`src/rtl/xt_keycode_buffer.sv`:
```
// xt_keycode_buffer
// Buffers XT keycodes from the PS/2-to-XT converter and presents them to the
// PC-XT side as port 60h data and IRQ1. It follows the port 61h protocol:
// bit 7 acknowledges the current byte, and bit 6 gates the keyboard clock.
// Holding bit 6 low for long enough requests a keyboard reset, which answers
// with 8'hAA.
//
// Ports:
//   clock, reset     single clock domain, synchronous active-high reset
//   in_irq           upstream keycode valid (level, held until cleared)
//   in_keycode       upstream XT keycode
//   clear_keycode    one-cycle acknowledge pulse back to the upstream block
//   kb_clock_enable  port 61h bit 6 (1 = keyboard clock enabled)
//   kb_clear         port 61h bit 7 (1 = clear/acknowledge)
//   irq1             interrupt request to 8259 IR1
//   port_a_keycode   port 60h read data
//   fifo_count       current FIFO occupancy
//   overrun          sticky flag, set whenever a keycode was dropped
module xt_keycode_buffer #(
    parameter int          DEPTH             = 8,
    parameter logic [15:0] RESET_HOLD_CYCLES = 16'd20000
) (
    input  logic                     clock,
    input  logic                     reset,
    input  logic                     in_irq,
    input  logic [7:0]               in_keycode,
    output logic                     clear_keycode,
    input  logic                     kb_clock_enable,
    input  logic                     kb_clear,
    output logic                     irq1,
    output logic [7:0]               port_a_keycode,
    output logic [$clog2(DEPTH):0]   fifo_count,
    output logic                     overrun
);
    localparam int PW = $clog2(DEPTH);
    localparam int CW = PW + 1;
    localparam logic [CW-1:0] FULL_C = CW'(DEPTH);

    typedef enum logic [1:0] {IDLE = 2'd0, PRESENT = 2'd1, ACKED = 2'd2} state_t;

    state_t          state_q, state_d;
    logic [7:0]      mem_q [DEPTH];
    logic [PW-1:0]   wr_ptr_q, wr_ptr_d, rd_ptr_q, rd_ptr_d;
    logic [CW-1:0]   count_q, count_d;
    logic            pending_q, pending_d;
    logic            overrun_q, overrun_d;
    logic            defer_valid_q, defer_valid_d;
    logic [7:0]      defer_code_q, defer_code_d;
    logic [15:0]     hold_q, hold_d;
    logic            clear_q, clear_d;
    logic            irq1_q, irq1_d;
    logic [7:0]      port_q, port_d;

    logic            capture_s, pop_s, push_s, space_s, soft_reset_s, wr_en_s;
    logic [PW-1:0]   wr_addr_s;
    logic [7:0]      wr_data_s, head_s;

    assign capture_s    = in_irq && !clear_q;
    assign pop_s        = (state_q == PRESENT) && kb_clear && kb_clock_enable;
    assign space_s      = (count_q != FULL_C) || pop_s;
    assign soft_reset_s = kb_clock_enable && (hold_q == RESET_HOLD_CYCLES);
    assign head_s       = mem_q[rd_ptr_q];

    // Keyboard-reset hold counter: counts low cycles of the clock enable, saturating.
    always_comb begin
        hold_d = hold_q;
        if (kb_clock_enable) begin
            hold_d = 16'd0;
        end else if (hold_q != RESET_HOLD_CYCLES) begin
            hold_d = hold_q + 16'd1;
        end else begin
            hold_d = hold_q;
        end
    end

    // FIFO write/pointer/flag next state. A pending 8'hFF always goes in before
    // any new keycode; a keycode arriving in the same cycle is deferred one cycle.
    always_comb begin
        push_s        = 1'b0;
        wr_data_s     = in_keycode;
        wr_addr_s     = wr_ptr_q;
        wr_en_s       = 1'b0;
        wr_ptr_d      = wr_ptr_q;
        rd_ptr_d      = rd_ptr_q;
        count_d       = count_q;
        pending_d     = pending_q;
        overrun_d     = overrun_q;
        defer_valid_d = 1'b0;
        defer_code_d  = defer_code_q;
        clear_d       = capture_s;
        if (soft_reset_s) begin
            wr_en_s   = 1'b1;
            wr_addr_s = {PW{1'b0}};
            wr_data_s = 8'hAA;
            wr_ptr_d  = PW'(1);
            rd_ptr_d  = {PW{1'b0}};
            count_d   = CW'(1);
            pending_d = 1'b0;
            overrun_d = 1'b0;
        end else begin
            if (!kb_clock_enable) begin
                push_s = 1'b0;
            end else if (defer_valid_q) begin
                if (space_s) begin
                    push_s    = 1'b1;
                    wr_data_s = defer_code_q;
                end else begin
                    overrun_d = 1'b1;
                    pending_d = 1'b1;
                end
            end else if (pending_q && space_s) begin
                push_s    = 1'b1;
                wr_data_s = 8'hFF;
                pending_d = 1'b0;
                if (capture_s) begin
                    defer_valid_d = 1'b1;
                    defer_code_d  = in_keycode;
                end else begin
                    defer_valid_d = 1'b0;
                end
            end else if (capture_s) begin
                if (space_s) begin
                    push_s = 1'b1;
                end else begin
                    overrun_d = 1'b1;
                    pending_d = 1'b1;
                end
            end else begin
                push_s = 1'b0;
            end
            wr_en_s = push_s;
            if (push_s) begin
                wr_ptr_d = wr_ptr_q + PW'(1);
            end else begin
                wr_ptr_d = wr_ptr_q;
            end
            if (pop_s) begin
                rd_ptr_d = rd_ptr_q + PW'(1);
            end else begin
                rd_ptr_d = rd_ptr_q;
            end
            case ({push_s, pop_s})
                2'b10:   count_d = count_q + CW'(1);
                2'b01:   count_d = count_q - CW'(1);
                default: count_d = count_q;
            endcase
        end
    end

    // Output FSM next state and registered port 60h / IRQ1 values.
    always_comb begin
        state_d = state_q;
        case (state_q)
            IDLE: begin
                if (kb_clock_enable && !kb_clear && (count_q != {CW{1'b0}}) && !soft_reset_s) begin
                    state_d = PRESENT;
                end else begin
                    state_d = IDLE;
                end
            end
            PRESENT: begin
                if (!kb_clock_enable) begin
                    state_d = IDLE;
                end else if (kb_clear) begin
                    state_d = ACKED;
                end else begin
                    state_d = PRESENT;
                end
            end
            ACKED: begin
                if (!kb_clock_enable || !kb_clear) begin
                    state_d = IDLE;
                end else begin
                    state_d = ACKED;
                end
            end
            default: state_d = IDLE;
        endcase
        irq1_d = (state_d == PRESENT);
        if (irq1_d) begin
            port_d = head_s;
        end else begin
            port_d = 8'h00;
        end
    end

    // State, pointer, flag and output registers.
    always_ff @(posedge clock) begin
        if (reset) begin
            state_q       <= IDLE;
            wr_ptr_q      <= {PW{1'b0}};
            rd_ptr_q      <= {PW{1'b0}};
            count_q       <= {CW{1'b0}};
            pending_q     <= 1'b0;
            overrun_q     <= 1'b0;
            defer_valid_q <= 1'b0;
            defer_code_q  <= 8'h00;
            hold_q        <= 16'd0;
            clear_q       <= 1'b0;
            irq1_q        <= 1'b0;
            port_q        <= 8'h00;
        end else begin
            state_q       <= state_d;
            wr_ptr_q      <= wr_ptr_d;
            rd_ptr_q      <= rd_ptr_d;
            count_q       <= count_d;
            pending_q     <= pending_d;
            overrun_q     <= overrun_d;
            defer_valid_q <= defer_valid_d;
            defer_code_q  <= defer_code_d;
            hold_q        <= hold_d;
            clear_q       <= clear_d;
            irq1_q        <= irq1_d;
            port_q        <= port_d;
        end
    end

    // FIFO storage; contents are don't-care while empty, so no reset.
    always_ff @(posedge clock) begin
        if (wr_en_s && !reset) begin
            mem_q[wr_addr_s] <= wr_data_s;
        end
    end

    assign clear_keycode  = clear_q;
    assign irq1           = irq1_q;
    assign port_a_keycode = port_q;
    assign fifo_count     = count_q;
    assign overrun        = overrun_q;
endmodule

```
`config.mk`:
```
export PLATFORM = sky130hd
export DESIGN_NAME = xt_keycode_buffer
export DESIGN_NICKNAME = d
export VERILOG_FILES = /design/src/rtl/xt_keycode_buffer.sv
export SDC_FILE = /design/constraint.sdc
export NUM_CORES = 1
export LEC_CHECK = 0
export ABC_AREA = 0
export BUFFER_PORTS_ARGS = -buffer_cell sky130_fd_sc_hd__buf_2
export CAP_MARGIN = 5
export CORE_ASPECT_RATIO = 1.75
export CORE_MARGIN = 10
export CORE_UTILIZATION = 35
export DETAILED_ROUTE_END_ITERATION = 8
export PLACE_DENSITY_LB_ADDON = 0.08
export SETUP_SLACK_MARGIN = 0.4
export SYNTH_ARGS = -nofsm -noshare
export SYNTH_HDL_FRONTEND = slang
export SYNTH_SLANG_ARGS = --single-unit
export TNS_END_PERCENT = 20
```
`constraint.sdc`:
```
create_clock -name clock -period 6.6 [get_ports clock]
set_clock_uncertainty 0.05 [all_clocks]
set_input_delay 0.66 -clock clock [delete_from_list [all_inputs] [get_ports clock]]
set_output_delay 0.66 -clock clock [all_outputs]
set_load 0.005 [all_outputs]
```
After elaboration in Yosys (flattened, before gate mapping)
Memories as Yosys holds them, arrays and structs flattened. A register that Yosys moved wholly into a read port is not among the register bits.
Cells that the tools add are included.
W data, S select, Z words.
{"block": "totals", "inputBits": 13, "reg_bits": 41, "output_inout_bits": 15, "memories": 1, "ram_bits": 64}
{"block": "classes", "n_eq_ne": 9, "bitwise": 5, "muxes": 33, "n_reduce_logical": 30, "n_addsub": 5}
{"memory": "mem_q", "words": 8, "word_bits": 8, "rd": 1, "rd_clocked_by_memory_dff": 1, "wr": 1, "line": "42", "source": "logic [7:0] mem_q [DEPTH];"}
{"cell": "$mux W8", "n": 5}
{"cell": "$mux W1", "n": 22}
{"cell": "$add A16 B1 Y16 const B", "n": 1}
{"cell": "$eq A16 B15 Y1 const B", "n": 1}
{"cell": "$ne A16 B15 Y1 const B", "n": 1}
{"cell": "$logic_and A1 B1 Y1", "n": 9}
{"cell": "$pmux W4 S2", "n": 1}
{"cell": "$add A3 B1 Y3 const B", "n": 2}
{"cell": "$eq A2 B1 Y1 const B", "n": 3}
{"cell": "$mux W2", "n": 3}
{"cell": "$pmux W2 S3", "n": 1}
{"cell": "$reduce_bool A2 Y1", "n": 3}
{"cell": "$reduce_bool A3 Y1", "n": 2}
{"cell": "$reduce_or A2 Y1", "n": 3}
{"cell": "$logic_not A1 Y1", "n": 5}
{"cell": "$not A1 Y1", "n": 5}
{"cell": "$reduce_and A5 Y1", "n": 1}
{"cell": "$reduce_or A5 Y1", "n": 1}
{"cell": "$add A4 B1 Y4 const B", "n": 1}
{"cell": "$eq A2 B2 Y1 const B", "n": 2}
{"cell": "$ne A4 B4 Y1 const B", "n": 1}
{"cell": "$reduce_bool A4 Y1", "n": 1}
{"cell": "$sub A4 B1 Y4 const B", "n": 1}
{"cell": "$mux W3", "n": 1}
{"cell": "5 further kinds", "n": 6}

Logic depth before layout (Yosys ltp)
{"block": "depth", "depth_word": 14, "ltp_mapped": 10}

Least setup slack after synthesis
No wires, ideal clock.
{"block": "synth_path", "path_kind": "input to register", "startpoint": "input kb_clock_enable", "endpoint": "register count_q[3], in the netlist fifo_count[3]", "path_stages": 8, "required_time_ps": 6480, "path_buffers": 0, "setup_slack_ps": 4116, "t_arrival_ps": 2364, "cell_sequence": "nand4b_4 > a221o_1 > ha_1 > ha_1 > a21oi_1 > a211o_1 > a21o_1 > a21oi_1"}
{"block": "synth_between", "elab_chain_cells": 10, "elab_cells_between_ends": 15, "classes_between": "eq/ne (2); mux (7); reduce/logical (6)"}
{"item": "start: declaration", "line": "28", "source": "input logic kb_clock_enable,"}
{"item": "$logic_and A1 B1 Y1", "line": "59", "source": "assign pop_s = (state_q == PRESENT) && kb_clear && kb_clock_enable;"}
{"item": "$logic_or A1 B1 Y1", "line": "60", "source": "assign space_s = (count_q != FULL_C) || pop_s;"}
{"item": "$mux W1", "line": "104, 122"}
{"item": "$mux W1", "line": "121", "source": "end else if (capture_s) begin"}
{"item": "$mux W1", "line": "111", "source": "end else if (pending_q && space_s) begin"}
{"item": "$mux W1", "line": "103", "source": "end else if (defer_valid_q) begin"}
{"item": "$mux W1", "line": "101", "source": "if (!kb_clock_enable) begin"}
{"item": "$mux W1", "line": "91", "source": "if (soft_reset_s) begin"}
{"item": "$eq A2 B1 Y1 / $eq A2 B2 Y1 (equally long branches)", "line": "142", "source": "case ({push_s, pop_s})"}
{"item": "$pmux W4 S2 / $reduce_bool A2 Y1 (equally long branches)"}
{"item": "end signal: assignment", "line": "193", "source": "count_q <= {CW{1'b0}};"}
{"item": "end signal: assignment", "line": "206", "source": "count_q <= count_d;"}
{"item": "end: declaration", "line": "44", "source": "logic [CW-1:0] count_q, count_d;"}
Parallel ways exist; a longest one is shown, timed or not. The select of a mux whose other input is x is not followed.
A chain may end at the register's enable or synchronous reset.

Final worst setup path
{"block": "layout_path", "startpoint": "register hold_q[0]", "endpoint": "memory mem_q[0][3], enable pin"}
{"block": "layout_between", "elab_chain_cells": 6, "elab_cells_between_ends": 7, "classes_between": "eq/ne (1); mux (4); reduce/logical (2)"}
{"item": "start: declaration", "line": "49", "source": "logic [15:0] hold_q, hold_d;"}
{"item": "start signal: assignment", "line": "211", "source": "hold_q <= hold_d;"}
{"item": "$eq A16 B15 Y1 (*)", "line": "61", "source": "assign soft_reset_s = kb_clock_enable && (hold_q == RESET_HOLD_CYCLES);"}
{"item": "$logic_and A1 B1 Y1 (*)", "line": "61"}
{"item": "$mux W1", "line": "91"}
{"item": "$logic_and A1 B1 Y1", "line": "220", "source": "if (wr_en_s && !reset) begin"}
{"item": "$mux W1", "line": "220"}
{"item": "$mux W1 (not written as such)", "line": "221", "source": "mem_q[wr_addr_s] <= wr_data_s;"}
{"item": "end: declaration", "line": "42"}
Mark *: on every way between the ends. The rest lies on a longest branch, timed or not.

==> flow_summary_export.csv <==
group,metric,value,unit
sta,min_period,2.91,ns
routing,drtAntennaViolNets,0,
global_routing,grt_pass1_vias,3115,
worst_setup_path,startpoint_type,"register",
cts,cts_inserted_buffers,17,
cts,clock_path_buffers,2,
worst_setup_path,r2r_slack,3.69,ns
logic_synthesis,synth.cell_area,4770,sq um
min_path,hold_end,"overrun",
sta,worstMarginPinSlew,1.18,ns
logic_synthesis,async_flop_share,0,%
logic_synthesis,seq_area_frac_synth,60.8,%
cts,postCtsHoldBufs,0,
routing,firstDrtPassIters,4,
routing,drc,0,
global_routing,grt_max_degree,21,
min_path,min_path_type,"register to register",
logic_synthesis,ys.flop_type,"edfxtp_1",
die,die_area,18900,sq um
cells_and_area,nNetsFinal,427,
cts,post_cts_resized,0,
power,total_power,1.71,mW
routing,wl_per_cell,17.6,microns
placement,post-place-ws,3.38,ns
die,start_util,35.7,%
min_path,worstHoldPathCells,2,
global_routing,overflow,0,
global_routing,grt_pass1_wl,17000,microns
global_routing,grtUsageTotal,11.8,%
cells_and_area,syn2layout_area_growth,18.5,%
global_routing,use_met1,11.9,%
cells_and_area,nFillCells,1248,
logic_synthesis,synth_area_per_cell,12.8,sq um
global_routing,use_met2,21.6,%
die,placeableCoreArea,13400,sq um
routing,finalWirelength,10400,microns
logic_synthesis,synth_enable_flop_cells,64,
worst_setup_path,required,6.57,ns
die,die_y,175,microns
placement,dpl_cell_area,5060,sq um
cts,cts.clk_slew.worst_paths,0.06,ns
placement,portBuffers,27,
cells_and_area,mostFrequentLayoutCell,"edfxtp_1",
cells_and_area,diodes,0,
worst_setup_path,startpoint,"hold_q[0]",
die,ios,28,
placement,dp_hpwl,7600,microns
sta,period_share,44.1,%
sta,hold_viol,0,
worst_setup_path,arrival,2.88,ns
cts,tritoncts,"yes",
cells_and_area,regArea,2900,sq um
sta,fmax,344,MHz
routing,drt_iter0_drc,85,
worst_setup_path,rr_worst_depth,6,
worst_setup_path,crit_type,"register to register",
cells_and_area,multi_input_area,1740,sq um
sta,fin_ws,3.69,ns
routing,viasPerCell,5.04,
die,die_w,108,microns
global_routing,antenna_found_initial,0,
logic_synthesis,syn_inst,372,
sta,hold_ws,0.393,ns
logic_synthesis,yosysUniqueCellTypes,51,
cts,cts_root_buffer,"clkbuf_16",
power,ir_worst_vdd,0.167,mV
global_routing,grt-busiest-layer,"met2",
sta,fin_tns_setup,0,ns
worst_setup_path,r2r-start,"hold_q[0]",
cells_and_area,drive_above_1_share,21.5,%
global_routing,grtUsageMet3,3.78,%
cts,cts_setup_buffers,0,
min_path,worstHoldStart,"overrun",
worst_setup_path,critPathCaptureType,"register",
power,power.leakage,1.88,nW
cells_and_area,stdcell_area,5660,sq um
die,rows,56,
logic_synthesis,synth_nets,394,
cts,clk_latency,0.41,ns
power,power_density,302,nW/um^2
cts,htree_levels,4,
placement,gp_congestion,0.745,
worst_setup_path,path_max_fanout,20,
sta,maxSlewViolCount,0,
cells_and_area,mostFrequentLayoutCells,"64 x edfxtp_1, 49 x dfxtp_1, 43 x nor2_1",
routing,vias,2984,
run_status,status,"completed",
sta,rsz0062_at_grt,"no",
worst_setup_path,r2r-end,"mem_q[0][3]",
cts,clock-sinks,113,
logic_synthesis,ys_ff_latch,113,
sta,max_slew_margin,21.0,%
sta,setup_viol,0,
logic_synthesis,yosys_warnings,0,
flow_run,max_cap_violations,0,
-- cells by family (layout without fill, tap and decap cells) --
kind of cell | count (synthesis) | count (layout) | share of synthesized area, %
compound gates | 49 | 49 | 6.63
mux | 24 | 24 | 9.22
xor+xnor | 19 | 19 | 3.49
flops | 113 | 113 | 60.8
fa+ha+maj | 9 | 9 | 2.52
simple gates | 128 | 128 | 14.5
buf+inv | 30 | 76 | 2.80
-- per-layer routing --
metal  share of wire (%)  vias to the layer above
met1                  37                     1464
met3                 3.3                       10
li1                    -                     1459
met2                  58                       51
met5                   0                        -
met4                 1.6                        0
-- Yosys cell counts (2+ instances only) --
library cell,instances,area [sq um]
nor4_1,8,50.1
o22ai_1,8,50.1
inv_1,14,52.6
nor4b_1,3,26.3
mux2i_1,8,80.1
or3b_1,2,17.5
nand4_1,5,31.3
and3_1,2,12.5
o21ai_0,8,40.0
and4_1,2,17.5
clkbuf_1,7,26.3
ha_1,8,100
mux4_2,16,360
nor3_1,10,50.1
nand3_1,10,50.1
nand2b_1,5,31.3
buf_6,2,22.5
or3b_2,6,52.6
a211oi_1,2,15.0
xor2_1,5,43.8
buf_2,5,25.0
nor2_1,43,161
xnor2_1,14,123
or4_1,2,15.0
a21oi_1,21,105
dfxtp_1,49,981
edfxtp_1,64,1920
nand2_1,20,75.1
-- registers in the layout, summed over array words and instances (netlist names) --
register,cells
mem_q,64
hold_q,16
defer_code_q,8
port_a_keycode,8
fifo_count,4
rd_ptr_q,3
wr_ptr_q,3
state_q,2
clear_keycode,1
defer_valid_q,1
irq1,1
overrun,1
pending_q,1
-- cell type report --
type,instances,share of cell area (%)
Sequential cell,113,51.3
Tap cell,174,3.85
Multi-Input combinational cell,229,30.7
Inverter,15,0.995
Timing Repair Buffer,29,2.65
Clock inverter,14,2.74
Clock buffer,18,7.76
-- critical path: stages, from the launching register on --
cell and delay [ns]:
dfxtp_1 0.36, inv_1 0.08, ha_1 0.14, and4bb_1 0.27, and4_1 0.57, nand2_1 0.27, a21oi_1 0.79
-- metrics by stage --
step	std cells	util (%)
2_1_floorplan	372	-
3_3_place_gp	560	37.8
3_5_place_dp	560	37.8
4_1_cts	592	42.3
5_1_grt	592	42.3
6_report	592	42.3
-- report_power, final --
part           total [mW]  switching (mW)  internal, mW
Combinational      0.0453          0.0283        0.0170
Clock               0.906           0.337         0.569
Sequential          0.755         0.00545         0.750
-- worst max path at each step --
stage                          to  slack [ns]
detailed placement    mem_q[1][6]        3.38
finish                mem_q[0][3]        3.69
CTS                   mem_q[0][4]        3.61
floorplan           fifo_count[3]        4.12
global placement      mem_q[4][2]        3.50
global route          mem_q[0][4]        3.47
No activity file was read; power rests on OpenSTA's default activity.
